<file path="config.mk">
export PLATFORM = sky130hd
export DESIGN_NAME = stump_sequencer
export DESIGN_NICKNAME = d
export VERILOG_FILES = /design/src/rtl/stump_sequencer.sv
export SDC_FILE = /design/constraint.sdc
export NUM_CORES = 1
export LEC_CHECK = 0
export BUFFER_PORTS_ARGS = -buffer_cell sky130_fd_sc_hd__buf_2
export CAP_MARGIN = 0
export CORE_ASPECT_RATIO = 0.9
export CORE_MARGIN = 1
export CORE_UTILIZATION = 51
export CTS_BUF_LIST = sky130_fd_sc_hd__clkbuf_8
export CTS_CLUSTER_DIAMETER = 120
export DETAILED_ROUTE_END_ITERATION = 6
export GPL_TIMING_DRIVEN = 0
export HOLD_SLACK_MARGIN = 0.15
export PLACE_DENSITY_LB_ADDON = 0.15
export SKIP_CTS_REPAIR_TIMING = 1
export SLEW_MARGIN = 20
export SYNTH_ARGS = -nofsm -noshare
export SYNTH_HDL_FRONTEND = slang
export SYNTH_SLANG_ARGS = --single-unit
</file>
<file path="constraint.sdc">
create_clock -name clk -period 4.2 [get_ports clk]
set_clock_uncertainty 0.1 [all_clocks]
set_input_delay 0.84 -clock clk [delete_from_list [all_inputs] [get_ports clk]]
set_output_delay 0.84 -clock clk [all_outputs]
set_load 0.02 [all_outputs]
</file>
<file path="src/rtl/stump_sequencer.sv">
`default_nettype none
// ============================================================================
// Module   : stump_sequencer
// Purpose  : FETCH/EXECUTE/MEMORY sequencing, IR and CC registers, memory
//            wait-state insertion and branch/write-back qualification.
// Revision : 1.0 - initial release
// ============================================================================
module stump_sequencer #(
    parameter logic [15:0] RST_IR = 16'h0000,
    parameter logic [3:0]  RST_CC = 4'b0000
) (
    input  logic        clk,
    input  logic        rst,
    input  logic        mem_ack,
    input  logic [15:0] mem_rdata,
    input  logic        cc_en,
    input  logic [3:0]  flags_in,
    output logic [1:0]  state,
    output logic [15:0] ir,
    output logic [3:0]  cc,
    output logic        stall,
    output logic        branch_taken,
    output logic        wb_en,
    output logic        instr_done
);

    typedef enum logic [1:0] {
        S_FETCH   = 2'b00,
        S_EXECUTE = 2'b01,
        S_MEMORY  = 2'b10,
        S_ILLEGAL = 2'b11
    } state_t;

    localparam logic [2:0] OP_LDST = 3'b110;
    localparam logic [2:0] OP_BCC  = 3'b111;

    state_t      state_q, state_d;
    logic [15:0] ir_q, ir_d;
    logic [3:0]  cc_q, cc_d;

    logic [2:0] w_opcode;
    logic       w_illegal;
    logic       w_n, w_z, w_v, w_c;
    logic       w_cond_base;
    logic       w_cond_true;

    assign w_opcode  = ir_q[15:13];
    assign w_illegal = (state_q == S_ILLEGAL);
    assign {w_n, w_z, w_v, w_c} = cc_q;

    always_comb begin
        state_d = state_q;
        ir_d    = ir_q;
        cc_d    = cc_q;
        case (state_q)
            S_FETCH: begin
                if (mem_ack) begin
                    ir_d    = mem_rdata;
                    state_d = S_EXECUTE;
                end
            end
            S_EXECUTE: begin
                state_d = (w_opcode == OP_LDST) ? S_MEMORY : S_FETCH;
                if (cc_en && (w_opcode != OP_BCC)) begin
                    cc_d = flags_in;
                end
            end
            S_MEMORY: begin
                if (mem_ack) begin
                    state_d = S_FETCH;
                end
            end
            default: state_d = S_FETCH;
        endcase
    end

    always_ff @(posedge clk or posedge rst) begin
        if (rst) begin
            state_q <= S_FETCH;
            ir_q    <= RST_IR;
            cc_q    <= RST_CC;
        end else begin
            state_q <= state_d;
            ir_q    <= ir_d;
            cc_q    <= cc_d;
        end
    end

    // Conditions come in pairs: odd code is the base test, even code its inverse.
    always_comb begin
        w_cond_base = 1'b0;
        case (ir_q[11:9])
            3'd0: w_cond_base = 1'b0;
            3'd1: w_cond_base = w_c | w_z;
            3'd2: w_cond_base = w_c;
            3'd3: w_cond_base = w_z;
            3'd4: w_cond_base = w_v;
            3'd5: w_cond_base = w_n;
            3'd6: w_cond_base = w_v ^ w_n;
            3'd7: w_cond_base = (w_v ^ w_n) | w_z;
            default: w_cond_base = 1'b0;
        endcase
        w_cond_true = ir_q[8] ? w_cond_base : ~w_cond_base;
    end

    always_comb begin
        stall        = 1'b0;
        wb_en        = 1'b0;
        instr_done   = 1'b0;
        branch_taken = 1'b0;
        if (!w_illegal) begin
            branch_taken = w_cond_true;
            stall        = ((state_q == S_FETCH) || (state_q == S_MEMORY)) && !mem_ack;
            if (stall) begin
                wb_en = 1'b0;
            end else if ((state_q == S_EXECUTE) && (w_opcode == OP_BCC)) begin
                wb_en = w_cond_true;
            end else begin
                wb_en = 1'b1;
            end
            instr_done = ((state_q == S_EXECUTE) && (w_opcode != OP_LDST)) ||
                         ((state_q == S_MEMORY) && mem_ack);
        end
    end

    assign state = w_illegal ? 2'b00  : state_q;
    assign ir    = w_illegal ? 16'h0  : ir_q;
    assign cc    = w_illegal ? 4'b0   : cc_q;

endmodule
`default_nettype wire

</file>
==> results.md, run 1 <==
- Status: completed
- Cells after Synth: 92
- Hold Crit Class: reg -> reg
- CP delay by family, top: simple AND/OR/NAND/NOR gates
- Post-DP HPWL: 1697 um
- Final worst path period share: 0.7051
- Fin area: 1451 um2
- GRT Resource Usage Total: 0.2178
- Nets: 170
- Max Cap Violations: 0
- Clock power frac: 0.218
- Hold_sp: ir_q[5]
- Die height: 46.13 um
- Synth cell types: 27
- Switching share of power: 0.3542
- Avg Cell Area, Syn: 12.00 um2
- Syn_nets: 116
- CP Class: reg -> out
- Number of flops mapped to enable cells by yosys: 0
- Slew margin rel.: 0.4586
- Rows: 15
- Seq pwr share: 0.364
- PwrDens: roughly 610 nW/um2
- Synth top area share: 0.4989
- Synth Flop Type: dfrtp_1
- Post-route DRC: 0
- WP buf/inv: 1
- Placement Cell Area: 1380 um2
- Most frequent cells in the layout: buf_2, dfrtp_1, mux2_2, and2_1
- CTS sink count: 22
- Vias in the first global route: slightly below 800
- CTS tree: yes
- Layout fillers: 160
- Critical Path, Cell by Cell: and4bb_1, a311o_1, or3_1, a31oi_1, buf_2
- GR Overflow Total: 0
- Sw power: 314.6 uW
- Setup-failing EPs final: 0
- Setup TNS: 0 ps
- RSZ-0062 raised after global routing: no
- Max Slew Vio Count: 0
- Layout cells sized above 1: 0.5379
- Num ports: 50
- Crit end category: output port
- Clock Latency Late Sink: 260 ps
- Synth-to-Final Area Change: 31.52%
- Area of the multi-input gates: 525.5 um2
- Ys async rst share: 1.000
- TritonCTS buffer count: 3
- Full die area: 2354 um2
- Largest net degree at the start of global routing: 23
- FF/Latch Area: 550.5 um2
- Final Hold Fails: 0
- # port buffers: 49
- Worst setup startpoint: ir_q[10]
- Worst Path Required: 3260 ps
- Initial antenna violation count: 0
- Worst Setup Start Kind: register
- Worst Tran Pin Value: about 810 ps
- Synthesized flop and latch total: 22
- Post-layout min period: 2962 ps
- CP max FO: 7
- Worst-case clock buffer depth: 2
- Comb power frac: 0.417
- Vias post-DR: 864
- Post-detailed-route wirelength per cell: 13.66 um
- Worst path slowest cell: dfrtp_1
- Maximum vdd drop: 0.3950 mV
- Sequential share of the synthesized area: 0.4989
- H-tree levels: 1
- Root buf cell: clkbuf_8
- Routed WL: 2323 um
- P_leak: 0.0007126 uW
- First-pass GRT wire length: 3574 um
- Die Wd: a little over 50 um
- Top post-synthesis cells by area: dfrtp_1, mux2_2, and2_1, and4bb_1, clkbuf_1
- Post-DRT Antenna Nets: 0
- WP data arrival: 2020 ps
- Commonest non-fill, non-tap cell in the layout: buf_2
- GPL Wtd Cong: roughly 0.76
- Starting Density: 0.5600
- Fmax: 337.7 MHz
- Clock Pin Slew Worst Setup and Hold Paths: 80 ps
- Core area: 1971 um2
- Synth area leader: dfrtp_1
- Synth warn: 0
- DRT iter0 DRCs: 2
- Slowest stage delay, CP: 440 ps
- DRT Pass-1 Iters: 4
- Mapped Area: ~1100 um2
- P_int: ~570 uW
- Number of diodes: 0
- Worst R2R Start: state_q[0]
- Via density: 5.082
[worst paths after layout]
kind / end / slack (ps) / cells past startpoint
min in group asynchronous: ir_q[8] / 630 / 2
worst max register to register: ir_q[3] / 2200 / 3
worst min-delay path: ir_q[5] / 400 / 1
worst max-delay path: wb_en / 1240 / 5
max in group asynchronous: state_q[1] / 2860 / 2
worst min register to register: ir_q[5] / 400 / 1
[cells by family after synthesis]
logic type             Yosys count  share of synthesized area
buffers and inverters            7                    0.02494
AO/OA/AOI/OAI                    9                    0.06577
AND/OR/NAND/NOR                 33                     0.1984
XOR/XNOR                         1                   0.007938
flip-flops                      22                     0.4989
multiplexers                    20                     0.2041
[state kept, by name, summed over array words and instances, names as in the netlist]
signal	count
ir_q	16
cc_q	4
state_q	2
[power by group through the flow]
stage                     registers [uW]  logic, uW  clock network [uW]
after global placement               321        364                   0
final                                323        371                 194
after detailed placement             327        372                   0
after CTS                            324        375                 200
after global routing                 336        401                 208
after floorplan                      310        271                   0
[Yosys cell counts, drive strengths merged, types with 2 or more instances]
| master | instances |
|---|---|
| and2 | 20 |
| and4bb | 2 |
| clkbuf | 3 |
| dfrtp | 22 |
| inv | 3 |
| mux2 | 20 |
| nor2 | 2 |
| o21ai | 2 |
[metal layers]
metal | routed length, um | up-vias | track usage
met5 | 0 | - | 0
met2 | 1174 | 31 | 0.3789
met3 | 129 | 2 | 0.04620
met1 | 996 | 406 | 0.2628
met4 | 22 | 0 | 0.1000
li1 | - | 425 | -
[cell type report]
cell class | count | share of cell area
clock buffer | 3 | 0.02845
multi-input combinational | 63 | 0.3621
timing repair buffer | 49 | 0.1690
buffer | 4 | 0.01121
inverter | 3 | 0.007759
sequential | 22 | 0.3793
tap | 25 | 0.02155
clock inverter | 1 | 0.02069
[through the flow]
step	total power [uW]	utilization	instances	setup WS (ps)	hold slack, ps
2_1_floorplan	581.7	-	92	1593	372.1
3_3_place_gp	684.4	0.7003	166	1600	380.4
3_5_place_dp	698.8	0.7003	166	1567	387.5
4_1_cts	898.8	0.7365	170	1244	407.1
5_1_grt	945.1	0.7365	170	1130	422.2
6_report	888.3	0.7365	170	1238	402.2
Note: power is estimated with default switching activity, not from simulation.
==> inputs of run 2 (changes only) <==
--- a/config.mk
+++ b/config.mk
@@ -9,7 +9,7 @@
 export CAP_MARGIN = 0
 export CORE_ASPECT_RATIO = 0.9
 export CORE_MARGIN = 1
-export CORE_UTILIZATION = 51
+export CORE_UTILIZATION = 48
 export CTS_BUF_LIST = sky130_fd_sc_hd__clkbuf_8
 export CTS_CLUSTER_DIAMETER = 120
 export DETAILED_ROUTE_END_ITERATION = 6
==> constraint.sdc (replaced) <==
create_clock -name clk -period 3.1 [get_ports clk]
set_clock_uncertainty 0.1 [all_clocks]
set_input_delay 0.62 -clock clk [delete_from_list [all_inputs] [get_ports clk]]
set_output_delay 0.62 -clock clk [all_outputs]
set_load 0.02 [all_outputs]
==> results.md, run 2 (synthesized netlist as in run 1, its figures left out) <==
- Status: completed
- Crit end category: output port
- Slew margin rel.: 0.4540
- Starting Density: 0.5057
- Initial antenna violation count: 0
- Clock power frac: 0.178
- Worst R2R Start: state_q[0]
- Number of diodes: 0
- TritonCTS buffer count: 3
- Root buf cell: clkbuf_8
- GR Overflow Total: 0
- Commonest non-fill, non-tap cell in the layout: buf_2
- P_int: 718.0 uW
- Switching share of power: 0.3732
- Setup TNS: 0 ps
- First-pass GRT wire length: 3663 um
- Worst-case clock buffer depth: 2
- Final worst path period share: 0.8687
- WL met3: 95 um
- Clock Latency Late Sink: 260 ps
- Rows: 16
- Routed WL: 2337 um
- P_leak: ~0.0007 uW
- CTS tree: yes
- R2R Setup Slk: 1160 ps
- Setup-failing EPs final: 0
- Vias in the first global route: 817
- Via density: 5.058
- Fin area: around 1400 um2
- Full die area: 2495 um2
- WP data arrival: roughly 2000 ps
- Post-detailed-route wirelength per cell: 13.59 um
- Metal1 wirelength: 1027 um
- Worst Setup Start Kind: register
- Nets: 170
- Core area: between 2000 and 2500 um2
- DRT iter0 DRCs: 7
- Max Cap Violations: 0
- Num ports: 50
- Seq pwr share: 0.382
- # port buffers: 49
- GRT Resource Usage Total: 0.2082
- Top reg by flops: ir_q
- Post-DRT Antenna Nets: 0
- Comb power frac: 0.440
- Most frequent cells in the layout: buf_2, dfrtp_1, mux2_2, and2_1, clkbuf_8
- Die height: between 40 and 50 um
- Cells on worst reg2reg path: 3
- Layout cells sized above 1: 0.5379
- Fmax: 371.3 MHz
- CTS sink count: 22
- Max Slew Vio Count: 0
- Final Hold Fails: 0
- Vias post-DR: 870
- Synth-to-Final Area Change: 30.27%
- Largest net degree at the start of global routing: 23
- Metal2 WL: between 1000 and 1500 um
- Sw power: 427.5 uW
- Max reg flops: 16
- Worst Path Required: 2380 ps
- Hold Crit Class: in -> async
- GPL Wtd Cong: approximately 0.69
- RSZ-0062 raised after global routing: no
- DR top layer: met4
- Maximum vdd drop: approximately 0.57 mV
- Post-layout min period: 2693 ps
- Worst Tran Pin Value: between 800 and 900 ps
- Worst r2r dst: ir_q[1]
- PwrDens: 796.8 nW/um2
- Regs by FF count: ir_q x16, cc_q x4, state_q x2
- H-tree levels: 1
- Total power: 1146 uW
- Placement Cell Area: 1383 um2
- CP Class: reg -> out
- Post-DP HPWL: 1720 um
- Die Wd: 52.54 um
- Clock Pin Slew Worst Setup and Hold Paths: around 80 ps
- CP max FO: 7
- DRT Pass-1 Iters: 4
- Post-route DRC: 0
## run 2: power groups by stage
stage / sequential, uW / clock, uW / combinational [uW]
2_1_floorplan: 420 / 0 / 368
3_3_place_gp: 435 / 0 / 491
3_5_place_dp: 443 / 0 / 505
4_1_cts: 437 / 211 / 509
5_1_grt: 453 / 220 / 545
6_report: 438 / 204 / 504
## run 2: final cells by class
class	instances	area, um2
fillers	187	744.5
flip-flops and latches	22	550.5
multi-input cells	63	525.5
repair buffers	49	245.2
clock buffers	4	55.05
well taps	27	33.78
plain buffers	4	16.27
inverters	3	11.26
## run 2: per-stage QoR
step	cells	hold WS, ps	utilization	setup slack (ps)
2_1_floorplan	92	372.1	-	713.0
3_3_place_gp	168	381.1	0.6336	731.0
3_5_place_dp	168	390.0	0.6336	706.5
4_1_cts	172	408.5	0.6588	411.3
5_1_grt	172	424.4	0.6588	328.7
6_report	172	406.3	0.6588	407.0
## run 2: worst max path at each step
| stage | endpoint | start |
|---|---|---|
| 2_1_floorplan | wb_en | ir_q[10] |
| 3_3_place_gp | wb_en | ir_q[10] |
| 3_5_place_dp | wb_en | ir_q[10] |
| 4_1_cts | wb_en | ir_q[10] |
| 5_1_grt | branch_taken | ir_q[11] |
| 6_report | wb_en | ir_q[11] |
## run 2: worst max-delay path, cell delays in order (launching register included)
cell and delay (ps):
dfrtp_1 450, and4bb_1 220, a311o_1 320, or3_1 380, a31oi_1 170, buf_2 180
## run 2: per-layer routing
metal	GRT usage	vias to the layer above
met5	0	-
met4	0.09474	0
met3	0.01905	4
met2	0.3797	28
met1	0.2561	412
li1	-	426
